--- src/rtl/vga_timing_pkg.sv ---
// Shared timing constants and types for the 640x480@60 Hz raster generator.
// The module parameters default to these values.
package vga_timing_pkg;

    localparam int DEF_H_VISIBLE = 640;
    localparam int DEF_H_FRONT   = 16;
    localparam int DEF_H_SYNC    = 96;
    localparam int DEF_H_BACK    = 48;
    localparam int DEF_V_VISIBLE = 480;
    localparam int DEF_V_FRONT   = 10;
    localparam int DEF_V_SYNC    = 2;
    localparam int DEF_V_BACK    = 33;

    localparam int DEF_H_TOTAL =
        DEF_H_VISIBLE + DEF_H_FRONT + DEF_H_SYNC + DEF_H_BACK;
    localparam int DEF_V_TOTAL =
        DEF_V_VISIBLE + DEF_V_FRONT + DEF_V_SYNC + DEF_V_BACK;

    localparam int DEF_HS_START = DEF_H_VISIBLE + DEF_H_FRONT;
    localparam int DEF_HS_END   = DEF_HS_START + DEF_H_SYNC;
    localparam int DEF_VS_START = DEF_V_VISIBLE + DEF_V_FRONT;
    localparam int DEF_VS_END   = DEF_VS_START + DEF_V_SYNC;

    typedef logic [9:0] coord_t;

    localparam logic HS_IDLE    = 1'b1;
    localparam logic VS_IDLE    = 1'b1;
    localparam logic BLANK_IDLE = 1'b0;

    localparam logic [2:0] SYNC_IDLE = {HS_IDLE, VS_IDLE, BLANK_IDLE};

    // Half-open interval test: lo <= v < hi
    function automatic logic in_range(coord_t v, int lo, int hi);
        return (int'(v) >= lo) && (int'(v) < hi);
    endfunction

endpackage

--- src/rtl/vga_timing_gen_sig_delay.sv ---
// Fixed-depth shift register with a synchronous reset value.
// A depth of zero degenerates to a plain wire.
module sig_delay #(
    parameter int         W       = 1,
    parameter int         DEPTH   = 1,
    parameter logic [W-1:0] RST_VAL = '0
) (
    input  logic         clk_i,
    input  logic         rst_i,
    input  logic [W-1:0] d_i,
    output logic [W-1:0] q_o
);

    if (DEPTH == 0) begin : g_wire
        assign q_o = d_i;
    end else begin : g_pipe
        logic [W-1:0] stage_q [DEPTH];

        always_ff @(posedge clk_i) begin
            if (rst_i) begin
                for (int i = 0; i < DEPTH; i++) begin
                    stage_q[i] <= RST_VAL;
                end
            end else begin
                stage_q[0] <= d_i;
                for (int i = 1; i < DEPTH; i++) begin
                    stage_q[i] <= stage_q[i-1];
                end
            end
        end

        assign q_o = stage_q[DEPTH-1];
    end

endmodule

--- src/rtl/vga_timing_gen.sv ---
// VGA raster timing: counters, registered sync/blank/coordinate decode,
// frame/line strobes and a delayed sync copy aligned to the colour path.
module vga_timing_gen
    import vga_timing_pkg::*;
#(
    parameter int H_VISIBLE  = DEF_H_VISIBLE,
    parameter int H_FRONT    = DEF_H_FRONT,
    parameter int H_SYNC     = DEF_H_SYNC,
    parameter int H_BACK     = DEF_H_BACK,
    parameter int V_VISIBLE  = DEF_V_VISIBLE,
    parameter int V_FRONT    = DEF_V_FRONT,
    parameter int V_SYNC     = DEF_V_SYNC,
    parameter int V_BACK     = DEF_V_BACK,
    parameter int PIPE_DELAY = 1
) (
    input  logic        vga_clk,
    input  logic        reset,
    output logic        hs,
    output logic        vs,
    output logic        blank,
    output logic        sync,
    output coord_t      DrawX,
    output coord_t      DrawY,
    output logic        hs_d,
    output logic        vs_d,
    output logic        blank_d,
    output logic        line_start,
    output logic        frame_start,
    output logic        vblank_tick,
    output logic [15:0] frame_count
);

    localparam int H_TOTAL  = H_VISIBLE + H_FRONT + H_SYNC + H_BACK;
    localparam int V_TOTAL  = V_VISIBLE + V_FRONT + V_SYNC + V_BACK;
    localparam int HS_START = H_VISIBLE + H_FRONT;
    localparam int HS_END   = HS_START + H_SYNC;
    localparam int VS_START = V_VISIBLE + V_FRONT;
    localparam int VS_END   = VS_START + V_SYNC;

    localparam coord_t H_LAST = coord_t'(H_TOTAL - 1);
    localparam coord_t V_LAST = coord_t'(V_TOTAL - 1);

    // run_q holds the counters for one cycle after reset release
    logic        run_q,   run_d;
    coord_t      hc_q,    hc_d;
    coord_t      vc_q,    vc_d;
    logic [15:0] fc_q,    fc_d;

    logic        hsync_q, hsync_d;
    logic        vsync_q, vsync_d;
    logic        act_q,   act_d;
    coord_t      x_q,     x_d;
    coord_t      y_q,     y_d;
    logic        ls_q,    ls_d;
    logic        fs_q,    fs_d;
    logic        vt_q,    vt_d;
    logic [15:0] fcnt_q,  fcnt_d;

    logic h_wrap;
    logic v_wrap;

    assign h_wrap = (hc_q == H_LAST);
    assign v_wrap = (vc_q == V_LAST);

    always_comb begin
        run_d = 1'b1;
        hc_d  = hc_q;
        vc_d  = vc_q;
        fc_d  = fc_q;
        if (run_q) begin
            hc_d = h_wrap ? '0 : hc_q + coord_t'(1);
            if (h_wrap) begin
                vc_d = v_wrap ? '0 : vc_q + coord_t'(1);
                if (v_wrap) begin
                    fc_d = fc_q + 16'd1;
                end
            end
        end
    end

    always_comb begin
        hsync_d = HS_IDLE;
        vsync_d = VS_IDLE;
        act_d   = BLANK_IDLE;
        x_d     = '0;
        y_d     = '0;
        ls_d    = 1'b0;
        fs_d    = 1'b0;
        vt_d    = 1'b0;
        fcnt_d  = fc_q;
        if (run_q) begin
            hsync_d = !in_range(hc_q, HS_START, HS_END);
            vsync_d = !in_range(vc_q, VS_START, VS_END);
            act_d   = in_range(hc_q, 0, H_VISIBLE)
                    && in_range(vc_q, 0, V_VISIBLE);
            x_d     = hc_q;
            y_d     = vc_q;
            ls_d    = (hc_q == '0);
            fs_d    = (hc_q == '0) && (vc_q == '0);
            vt_d    = (hc_q == '0)
                    && (vc_q == coord_t'(V_VISIBLE));
        end
    end

    always_ff @(posedge vga_clk) begin
        if (reset) begin
            run_q   <= 1'b0;
            hc_q    <= '0;
            vc_q    <= '0;
            fc_q    <= '0;
            hsync_q <= HS_IDLE;
            vsync_q <= VS_IDLE;
            act_q   <= BLANK_IDLE;
            x_q     <= '0;
            y_q     <= '0;
            ls_q    <= 1'b0;
            fs_q    <= 1'b0;
            vt_q    <= 1'b0;
            fcnt_q  <= '0;
        end else begin
            run_q   <= run_d;
            hc_q    <= hc_d;
            vc_q    <= vc_d;
            fc_q    <= fc_d;
            hsync_q <= hsync_d;
            vsync_q <= vsync_d;
            act_q   <= act_d;
            x_q     <= x_d;
            y_q     <= y_d;
            ls_q    <= ls_d;
            fs_q    <= fs_d;
            vt_q    <= vt_d;
            fcnt_q  <= fcnt_d;
        end
    end

    logic [2:0] dly;

    sig_delay #(
        .W       (3),
        .DEPTH   (PIPE_DELAY),
        .RST_VAL (SYNC_IDLE)
    ) u_dly (
        .clk_i (vga_clk),
        .rst_i (reset),
        .d_i   ({hsync_q, vsync_q, act_q}),
        .q_o   (dly)
    );

    assign {hs_d, vs_d, blank_d} = dly;

    assign hs          = hsync_q;
    assign vs          = vsync_q;
    assign blank       = act_q;
    assign sync        = 1'b0;
    assign DrawX       = x_q;
    assign DrawY       = y_q;
    assign line_start  = ls_q;
    assign frame_start = fs_q;
    assign vblank_tick = vt_q;
    assign frame_count = fcnt_q;

endmodule

--- config.mk ---
export PLATFORM = sky130hd
export DESIGN_NAME = vga_timing_gen
export DESIGN_NICKNAME = d
export VERILOG_FILES = /design/src/rtl/vga_timing_pkg.sv /design/src/rtl/vga_timing_gen_sig_delay.sv /design/src/rtl/vga_timing_gen.sv
export SDC_FILE = /design/constraint.sdc
export NUM_CORES = 1
export LEC_CHECK = 0
export ABC_AREA = 1
export CAP_MARGIN = 20
export CORE_MARGIN = 4
export CORE_UTILIZATION = 56
export CTS_CLUSTER_SIZE = 25
export DETAILED_ROUTE_END_ITERATION = 8
export DONT_BUFFER_PORTS = 1
export GPL_ROUTABILITY_DRIVEN = 1
export PLACE_DENSITY = 0.77
export RECOVER_POWER = 100
export SYNTH_ARGS = -nofsm -noshare
export SYNTH_HDL_FRONTEND = slang
export SYNTH_SLANG_ARGS = --single-unit
--- constraint.sdc ---
create_clock -name vga_clk -period 1.6 [get_ports vga_clk]
set_input_delay 0.16 -clock vga_clk [delete_from_list [all_inputs] [get_ports vga_clk]]
set_output_delay 0.16 -clock vga_clk [all_outputs]
set_load 0.02 [all_outputs]
Word-level counts from Yosys, hierarchy flattened
Memory sizes are Yosys's and may differ from the RTL's.
Index checks and enable logic that the tools add are counted.
W data, S select, Z words.
{"block": "word_totals", "register_bits": 79, "latch_bits": 0, "ram_bits": 3, "rom_bits": 0, "inputBits": 2, "output_inout_bits": 46, "elab_cells": 47, "mem_count": 1}
{"memory": "u_dly.g_pipe.stage_q", "depth": 1, "width": 3, "read_ports": 1, "rd_clocked_by_memory_dff": 0, "wr": 1, "line_no": "vga_timing_gen_sig_delay.sv:17", "rtl": "logic [W-1:0] stage_q [DEPTH];"}
{"block": "classes", "addsub": 3, "mul": 0, "div": 0, "order_cmp": 6, "eq_ne": 3, "shifts": 0, "muxes": 7, "bitwise": 1, "reduce_logical": 13}
{"op": "$add A10 B1 Y10 const B", "n": 2}
{"op": "$eq A10 B10 Y1 const B", "n": 2}
{"op": "$logic_not A10 Y1", "n": 2}
{"op": "$lt A10 B10 Y1 const B", "n": 2}
{"op": "$lt A10 B9 Y1 const B", "n": 2}
{"op": "$mux W10", "n": 2}
{"op": "$add A16 B1 Y16 const B", "n": 1}
{"op": "$eq A10 B9 Y1 const B", "n": 1}
{"op": "$ge A10 B10 Y1 const B", "n": 1}
{"op": "$ge A10 B9 Y1 const B", "n": 1}
{"op": "$logic_and A1 B1 Y1", "n": 5}
{"op": "$mux W1", "n": 4}
{"op": "$mux W3", "n": 1}
{"op": "$reduce_and A3 Y1", "n": 1}
{"op": "$reduce_or A3 Y1", "n": 1}
{"op": "$logic_not A1 Y1", "n": 2}
{"op": "$reduce_and A2 Y1", "n": 1}
{"op": "$reduce_or A2 Y1", "n": 1}
{"op": "$not A1 Y1", "n": 1}

Logic depth before layout (Yosys ltp)
Gate-level depths: netlist of the first run.
{"block": "logic_depth", "depth_word": 3, "mapped_depth": 10, "ltp_nobuf": 10}

Modules after synthesis
Synthesis of the first run repeated with hierarchy kept, for this count alone.
{"block": "hier_totals", "hier_cells": 456, "hier_area_um2": 3330.7}
{"mod": "vga_timing_gen", "instances": 1, "cells_each": 446, "area_per_inst_um2": 3244.4, "seq_area_each_um2": 1581.5}
{"mod": "sig_delay", "instances": 1, "cells_each": 10, "area_per_inst_um2": 86.3, "seq_area_each_um2": 60.1}

Worst setup path before layout of the first run
Ideal clock, no wire load.
{"block": "synth_timing", "kind": "register to register", "from": "reg hc_q[0]", "to": "reg fc_q[7]", "setup_time_ns": 0.128, "t_arrival_ns": 1.413, "required_ns": 1.472, "setup_slack_ns": 0.059, "stages_incl_launch_ff": 10, "path_buffers": 1, "synth_period_minus_slack_ns": 1.541, "cell_sequence": "dfxtp_1 ha_1 nand2_2 nor2_4 nand3_4 nor2_4 buf_6 nand3_1 nand2_1 nor2_1"}
{"block": "synth_via", "elab_chain_cells": 2}
{"item": "start: declaration", "line_no": "vga_timing_gen.sv:45", "rtl": "coord_t hc_q, hc_d;"}
{"item": "start signal: assignment", "line_no": "vga_timing_gen.sv:108", "rtl": "hc_q <= '0;"}
{"item": "start signal: assignment", "line_no": "vga_timing_gen.sv:122", "rtl": "hc_q <= hc_d;"}
{"item": "$eq A10 B10 Y1", "line_no": "vga_timing_gen.sv:62", "rtl": "assign h_wrap = (hc_q == H_LAST);"}
{"item": "$reduce_and A3 Y1 (no source line)"}
{"item": "end signal: assignment", "line_no": "vga_timing_gen.sv:110", "rtl": "fc_q <= '0;"}
{"item": "end signal: assignment", "line_no": "vga_timing_gen.sv:124", "rtl": "fc_q <= fc_d;"}
{"item": "end: declaration", "line_no": "vga_timing_gen.sv:47", "rtl": "logic [15:0] fc_q, fc_d;"}
No other way between the ends.
A chain may end at the register's enable or synchronous reset.

Worst setup path after layout of the first run
{"block": "layout_timing", "from": "reg hc_q[0]", "to": "reg hc_q[5]"}
{"block": "layout_via", "elab_chain_cells": 2, "word_cells_on_any_way": 3, "classes_between": "1 x add/sub; 1 x eq/ne; 1 x mux"}
{"item": "$add A10 B1 Y10 / $eq A10 B10 Y1 (equally long branches)", "line_no": "vga_timing_gen.sv:71, vga_timing_gen.sv:62"}
{"item": "$mux W10 (*)", "line_no": "vga_timing_gen.sv:71", "rtl": "hc_d = h_wrap ? '0 : hc_q + coord_t'(1);"}
Every way passes the cells marked *; elsewhere a longest branch is shown, timed or not.

==> reports/qor.txt, run 1 <==
status: completed
boundary pin count: 48
Critical Path End Type: flip-flop
final setup violation count: 0
Seq/Total Area, Yosys: 0.502
clk_skew: 0.0131 ns
Pre-antenna DRT Iters: 4
WL final: 7.10 mm
Post-DRT Antenna Nets: 0
diodes inserted: 0
slowest library cell on the worst path: dfxtp_2
core area: 5570 µm²
commonest cells after routing, fill and taps aside: nor2_1 (92), nand2_1 (88), dfxtp_1 (79)
MaxCap Viol Count: 0
Residual DRC: 0
Initial Util: 0.587
Mapped Nets: 451
nets: 471
initial antenna violation count: 0
Yosys Warn Count: 0
WS Path Type: flip-flop to flip-flop
post-synth design cell area: 3270 µm²
Final GP Congestion: 0.938
minimum clock period: 1.53 ns
Pwr Density: 943 nW/µm²
Crit Path Max Fanout: 6
Yosys top cell area share: 0.502
Synth area leaders: dfxtp_1 (50%), nor2_1 (11%), nand2_1 (10%)
distinct cell type count after synthesis: 31
maximum vdd ir drop: 0.616 mV
HP Class: primary input to flip-flop
IO buf count: 0
clock slew at reported path FFs: 0.08 ns
startpoint class of the critical path: flip-flop
leading area contributor after synthesis: dfxtp_1
Post-synth ARST share: 0
global-route wire length before repair: 11.6 mm
All-Layer GR Usage: 0.203
commonest non-fill, non-tap cell in the layout: nor2_1
CP required: 1.83 ns
DR vias: 2813
grt ovf: 0
Initial DRC Count: 178
CTS tree: built
area grow syn2layout: 13.4%
die height: 84.4 µm
pre-CTS setup slack: -0.0809 ns
root buffer cell: clkbuf_8
ys flop type: dfxtp_1
WL/cell: 13.2 µm
number of flops mapped to enable cells by yosys: 0
die area: 7130 µm²
worst hold start: reset
fillers: 475
Avg Inst Size Synth: 7.38 µm²
synthesized instance count: 443
clk buf depth: 2
critical path cell sequence: ha_2 > nand2_2 > nor2_4 > nand3_4 > buf_4 > nand2_1 > inv_1 > o21ai_0 > a21oi_1
Synth Register Bits: 82
Non-Filler Instances: 540
Placed Instances: 517
final hold vios: 0
critical path's largest stage delay: 0.36 ns
largest net degree at the start of global routing: 38
max-slew violations: 0
Worst Setup SP: hc_q[0]
Die W: 84.4 µm
unrepaired setup endpoints after global routing: true
Leak Pwr: 1.44 nW
final worst-path cycle share: 0.957
number of CTS-inserted buffers: 9
vias per std cell: 5.21
vias in the first global route: 2589
worst r2r src: hc_q[0]
clock sink count: 82
layout cells sized above 1: 0.124
max frequency: 653 MHz
Rows: 27
DP Wirelength: 5.04 mm
clock latency on the worst-skew pair: 0.35 ns
crit path DAT: 1.77 ns
Final WS setup: 0.0683 ns
H-tree depth: 3
==> kinds of logic (layout without fill, tap and decap cells) <==
group,count (synthesis),in the layout,share of synthesized area
DFF,82,82,0.502
and+or+nand+nor,246,246,0.321
AOI/OAI and AO/OA,36,36,0.0597
buffers and inverters,68,93,0.0819
xor gates and xnor gates,4,4,0.0107
adders and majority gates,6,6,0.0230
other,1,1,0.00115
==> area by class of cell <==
class	instances	area (µm²)	area share
sequential	82	1650	0.444
multi-input combinational	293	1410	0.381
inverter	58	219	0.0591
timing repair buffer	19	164	0.0442
clock buffer	9	124	0.0334
tap	72	90.1	0.0243
clock inverter	7	51.3	0.0138
==> cell usage after synthesis (2+ instances only) <==
cell	number
dfxtp_1	82
nor2_4	2
xor2_1	4
o21ai_0	15
a21oi_1	16
nor2_1	97
nor3_1	12
nor3b_1	2
buf_1	2
nand4_1	13
inv_1	57
nand2_1	90
ha_1	6
nand3_1	23
clkbuf_1	5
or2_2	2
==> flip-flops by register name (all words and copies together), names as in the netlist <==
signal,flops
DrawX,10
DrawY,10
blank,1
fc_q,16
frame_count,16
frame_start,1
hc_q,10
hs,1
line_start,1
run_q,1
u_dly.g_pipe.stage_q,3
vblank_tick,1
vc_q,10
vs,1
==> layer usage <==
metal / global-route usage / routed length (µm) / part of all wire
met4: 0.0777 / 125 / 0.018
met3: 0.0638 / 415 / 0.058
met5: 0 / 0 / 0
met2: 0.344 / 3450 / 0.49
met1: 0.239 / 3110 / 0.44
==> power breakdown <==
group / internal [W] / switching [W] / total (W)
clock: 0.000573 / 0.000763 / 0.00134
sequential: 0.00205 / 0.0000197 / 0.00207
combinational: 0.0000284 / 0.0000575 / 0.0000859
==> worst paths after layout <==
path | to | slack, ns | depth (start not counted)
setup / recovery | hc_q[5] | 0.07 | 9
hold / removal | vc_q[0] | 0.05 | 3
setup reg to reg | hc_q[5] | 0.07 | 9
hold reg to reg | frame_count[1] | 0.46 | 2
==> metrics by stage <==
stage                     area [µm²]  setup TNS, ns   util  hold slack (ns)  power, W
after floorplan                 3270              0      -            0.362   0.00217
after detailed placement        3410         -0.347  0.612            0.239   0.00219
after global routing            3710         -0.214  0.665           0.0717   0.00362
final                           3710              0  0.665           0.0473   0.00349
after global placement          3410              0  0.612            0.233   0.00218
after CTS                       3630      -0.000338  0.651           0.0369   0.00352
==> worst max-delay path, delay by kind of cell, from the launching register on <==
| kind | cells | cell delay (ns) |
|---|---|---|
| fa+ha+maj | 1 | 0.19 |
| flops | 1 | 0.36 |
| compound gates | 2 | 0.15 |
| buf+inv | 2 | 0.25 |
| simple gates | 4 | 0.45 |
==> what timing repair did <==
item	4_1_cts	5_1_grt
buffers inserted	2	4
endpoints found under the setup margin	9	24
hold buffers	1	0
pin swaps	2	7
gates resized for setup	4	19
endpoints found under the hold margin	37	0
(Power assumes the default switching activity.)
==> inputs of run 2 (changes only) <==
--- a/config.mk
+++ b/config.mk
@@ -7,6 +7,7 @@
 export LEC_CHECK = 0
 export ABC_AREA = 1
 export CAP_MARGIN = 20
+export CORE_ASPECT_RATIO = 2
 export CORE_MARGIN = 4
 export CORE_UTILIZATION = 56
 export CTS_CLUSTER_SIZE = 25
==> run 2 against run 1 <==
Non-clock buffer count is 3 higher. Largest cell class unchanged. Global-route usage up 3.6 points. Count of clock-buffer cells in the layout grew 3. Critical endpoint is now fc_q[14]. Register-to-register slack improved by 0.03 ns. Highest routed layer unchanged.
==> reports/qor.txt, run 2 (synthesis results as in run 1) <==
M1 WL: 2.69 mm
final hold vios: 0
WL/cell: 14.1 µm
Crit Path Max Fanout: 4
status: completed
total power: 0.00443 W
Critical Path End Type: flip-flop
DR vias: 2850
root buffer cell: clkbuf_16
clock slew at reported path FFs: 0.06 ns
Initial Util: 0.573
commonest non-fill, non-tap cell in the layout: nor2_1
clock sink count: 82
clock latency on the worst-skew pair: 0.34 ns
Leak Pwr: 1.53 nW
final setup violation count: 0
Crit path max-delay family: simple AND/OR/NAND/NOR gates
max-slew violations: 0
routed length on met3: 395 µm
HP Class: primary input to flip-flop
critical path's largest stage delay: 0.38 ns
largest net degree at the start of global routing: 38
vias in the first global route: 2841
maximum vdd ir drop: 1.19 mV
WS Path Type: flip-flop to flip-flop
fin util: 0.681
die height: 116 µm
max layer used: met4
slowest library cell on the worst path: dfxtp_1
critical path cell sequence: ha_1 > nand2_1 > nor2_1 > nand3_1 > nand2_1 > nand2_1 > nand2_1 > a21oi_1
worst hold start: reset
commonest cells after routing, fill and taps aside: nor2_1 (94), nand2_1 (89), dfxtp_1 (76)
startpoint class of the critical path: flip-flop
DP Wirelength: 5.39 mm
WL final: 7.50 mm
initial antenna violation count: 0
global-route wire length before repair: 12.5 mm
CP dominant cell by count: nand2_1
layout cells sized above 1: 0.130
grt ovf: 0
Final GP Congestion: 0.957
WL met2: 4.02 mm
fillers: 454
boundary pin count: 48
All-Layer GR Usage: 0.239
Bufs and invs on worst path: 0
nets: 474
Cell Area, Placed: 3440 µm²
Pwr Density: 1140 nW/µm²
vias per std cell: 5.36
diodes inserted: 0
area grow syn2layout: 18.9%
fin area: 3890 µm²
Rows: 39
Pre-antenna DRT Iters: 4
Residual DRC: 0
number of CTS-inserted buffers: 9
clk_skew: 0.00347 ns
IO buf count: 0
Post-DRT Antenna Nets: 0
R2R setup slack: 0.1 ns
minimum clock period: 1.50 ns
worst r2r src: fc_q[0]
max frequency: 666 MHz
clk buf depth: 2
crit path DAT: 1.73 ns
MaxCap Viol Count: 0
Die W: 62.0 µm
die area: 7200 µm²
CP required: 1.83 ns
Initial DRC Count: 203
core area: 5710 µm²
Worst Setup SP: fc_q[0]
final worst-path cycle share: 0.938
CTS tree: built
H-tree depth: 3
## run 2: changes by cell type in the layout (fill, tap and decap cells not counted), moves of 3 or more
cell and delta:
clkbuf_16 +9, clkbuf_8 -6, dfxtp_1 -3, dfxtp_2 +3, inv_6 -3
## run 2: final timing paths
kind / cells past startpoint / endpoint
setup / recovery: 8 / fc_q[14]
setup reg to reg: 8 / fc_q[14]
hold reg to reg: 2 / frame_count[15]
hold / removal: 3 / vc_q[5]
## run 2: area by class of cell
| type | instances | area, µm² | area share |
|---|---|---|---|
| Sequential cell | 82 | 1650 | 0.424 |
| Inverter | 58 | 221 | 0.0570 |
| Timing Repair Buffer | 22 | 180 | 0.0464 |
| Clock inverter | 4 | 72.6 | 0.0187 |
| Tap cell | 61 | 76.3 | 0.0196 |
| Clock buffer | 12 | 267 | 0.0686 |
| Multi-Input combinational cell | 293 | 1420 | 0.365 |
## run 2: worst register-to-register path: stages (launching register included)
cell     delay [ns]
dfxtp_1        0.38
ha_1           0.18
nand2_1        0.14
nor2_1         0.34
nand3_1        0.11
nand2_1        0.08
nand2_1        0.05
nand2_1        0.05
a21oi_1        0.05
## run 2: stage by stage
| step | setup slack [ns] | setup TNS, ns | hold slack, ns | std cells |
|---|---|---|---|---|
| after floorplan | 0.0590 | 0 | 0.362 | 443 |
| after global placement | 0.0765 | 0 | 0.238 | 512 |
| after detailed placement | -0.0197 | -0.0219 | 0.240 | 512 |
| after CTS | 0.0175 | 0 | 0.0205 | 530 |
| after global routing | -0.0103 | -0.0115 | 0.0558 | 532 |
| final | 0.0992 | 0 | 0.0301 | 532 |
## run 2: report_power, final
part           total [W]  internal, W  switching [W]
Clock            0.00226      0.00149       0.000774
Combinational  0.0000903    0.0000307      0.0000596
Sequential       0.00208      0.00206      0.0000200
## run 2: repair_timing
action                     4_1_cts  5_1_grt
resized for setup                0       23
setup endpoints to repair        5       30
buffers inserted                 1        2
hold buffers                     1        0
hold endpoints to repair        37        0
pin swaps                        1        4
## run 2: layer usage
| layer | up-vias | global-route usage |
|---|---|---|
| li1 | 1440 | - |
| met2 | 92 | 0.401 |
| met3 | 32 | 0.0725 |
| met4 | 0 | 0.154 |
| met1 | 1286 | 0.241 |
| met5 | - | 0 |
==> inputs of run 3 (changes only) <==
--- a/config.mk
+++ b/config.mk
@@ -9,12 +9,14 @@
 export CAP_MARGIN = 20
 export CORE_ASPECT_RATIO = 2
 export CORE_MARGIN = 4
-export CORE_UTILIZATION = 56
+export CORE_UTILIZATION = 40
+export CTS_BUF_LIST = sky130_fd_sc_hd__clkbuf_4 sky130_fd_sc_hd__clkbuf_8
 export CTS_CLUSTER_SIZE = 25
 export DETAILED_ROUTE_END_ITERATION = 8
 export DONT_BUFFER_PORTS = 1
 export GPL_ROUTABILITY_DRIVEN = 1
-export PLACE_DENSITY = 0.77
+export GPL_TIMING_DRIVEN = 0
+export PLACE_DENSITY = 0.59
 export RECOVER_POWER = 100
 export SYNTH_ARGS = -nofsm -noshare
 export SYNTH_HDL_FRONTEND = slang
==> run 3 against run 2 <==
The flow now finishes with violations (negative setup slack). Critical path depth is 1 higher. Via count rose by 1.1%. Register-to-register slack worse by 0.10 ns. Cell count grew 8.6%. Non-clock buffer count up 12. Sequential share of layout area fell by 0.76 points. Setup slack worse by 0.10 ns. Critical endpoint is now fc_q[1].
==> reports/qor.txt, run 3 (synthesis results as in run 1) <==
Worst-Margin Slew: 0.702 ns
vias in the first global route: 2757
nets: 486
final hold vios: 0
commonest non-fill, non-tap cell in the layout: nor2_1
Die W: 71.9 µm
boundary pin count: 48
unrepaired setup endpoints after global routing: true
Crit Path Max Fanout: 6
final worst-path cycle share: 1.00
Rows: 46
worst r2r src: hc_q[1]
grt ovf: 0
fillers: 787
worst reg-to-reg path cell count: 9
HP Class: primary input to flip-flop
R2R setup slack: -0.004 ns
relative slew slack: 0.528
clock latency on the worst-skew pair: 0.36 ns
Initial DRC Count: 162
All-Layer GR Usage: 0.168
number of CTS-inserted buffers: 9
global-route wire length before repair: 12.6 mm
Pwr Density: 968 nW/µm²
DR vias: 2880
Critical Path End Type: flip-flop
area grow syn2layout: 21.5%
diodes inserted: 0
initial antenna violation count: 0
reg2reg end: fc_q[1]
Final WS setup: -0.00438 ns
Initial Util: 0.412
MaxCap Viol Count: 0
Post-DRT Antenna Nets: 0
WL final: 7.96 mm
pre-CTS setup slack: -0.282 ns
IO buf count: 0
Setup crit end: fc_q[1]
DP Wirelength: 5.79 mm
Residual DRC: 0
Hold Buf Count CTS: 0
Final GP Congestion: 0.856
CP required: 1.89 ns
root buffer cell: clkbuf_8
status: finished, violations left
Worst Setup SP: hc_q[1]
clk buf depth: 2
WL/cell: 13.8 µm
clock sink count: 82
fin util: 0.500
CTS tree: built
vias per std cell: 4.98
minimum clock period: 1.60 ns
maximum vdd ir drop: 0.546 mV
clk_skew: 0.0101 ns
Pre-antenna DRT Iters: 4
die height: 136 µm
max-slew violations: 0
clock slew at reported path FFs: 0.08 ns
failing checks: negative setup slack
max frequency: 623 MHz
layout cells sized above 1: 0.180
core area: 7940 µm²
die area: 9770 µm²
crit path DAT: 1.89 ns
commonest cells after routing, fill and taps aside: nor2_1 (91), nand2_1 (81), dfxtp_1 (75)
final setup violation count: 1
Setup TNS: -0.00438 ns
Leak Pwr: 1.58 nW
largest net degree at the start of global routing: 13
startpoint class of the critical path: flip-flop
H-tree depth: 3
WS Path Type: flip-flop to flip-flop
[run 3: how the worst min path moves through the flow]
stage	depth (start not counted)	to	startpoint
floorplan	3	DrawY[3]	reset
global placement	3	DrawY[3]	reset
detailed placement	3	DrawY[3]	reset
CTS	3	DrawY[3]	reset
global route	3	DrawY[3]	reset
finish	3	DrawY[3]	reset
[run 3: per-stage QoR]
step | cells | hold slack, ns | power, W | cell area (µm²)
6_report | 578 | 0.0842 | 0.00385 | 3970
2_1_floorplan | 443 | 0.362 | 0.00217 | 3270
4_1_cts | 567 | 0.0482 | 0.00390 | 3760
5_1_grt | 578 | 0.0990 | 0.00397 | 3970
3_5_place_dp | 539 | 0.443 | 0.00220 | 3390
3_3_place_gp | 539 | 0.441 | 0.00220 | 3390
[run 3: repair_timing]
item / 4_1_cts / 5_1_grt
gates cloned: 1 / 0
buffers inserted: 12 / 12
setup endpoints to repair: 38 / 32
pin swaps: 7 / 19
resized for setup: 17 / 44
[run 3: power breakdown]
| group | internal, W | switching [W] | total [W] |
|---|---|---|---|
| Combinational | 0.0000253 | 0.0000618 | 0.0000871 |
| Sequential | 0.00205 | 0.0000212 | 0.00207 |
| Clock | 0.000992 | 0.000696 | 0.00169 |
[run 3: critical path: stages (launching register included)]
cell and delay (ns):
dfxtp_4 0.38, ha_4 0.15, nand2_4 0.06, nor2_4 0.14, nand3_4 0.12, nor2_4 0.26, buf_6 0.16, buf_6 0.09
o21ai_0 0.06, nor2_1 0.10
[run 3: layout make-up]
class                      instances  area, µm²  share of cell area
clock buffer                      13        166              0.0419
tap                               96        120              0.0302
multi-input combinational        293       1490               0.375
inverter                          58        224              0.0564
clock inverter                     2       60.1              0.0151
sequential                        82       1660               0.417
buffer                             9       47.5              0.0120
timing repair buffer              25        210              0.0529
[run 3: routing by layer]
layer / track usage / wire, µm / vias up
li1: - / - / 1463
met1: 0.165 / 3010 / 1317
met2: 0.308 / 4250 / 78
met3: 0.0429 / 396 / 22
met4: 0.0983 / 300 / 0
met5: 0 / 0 / -
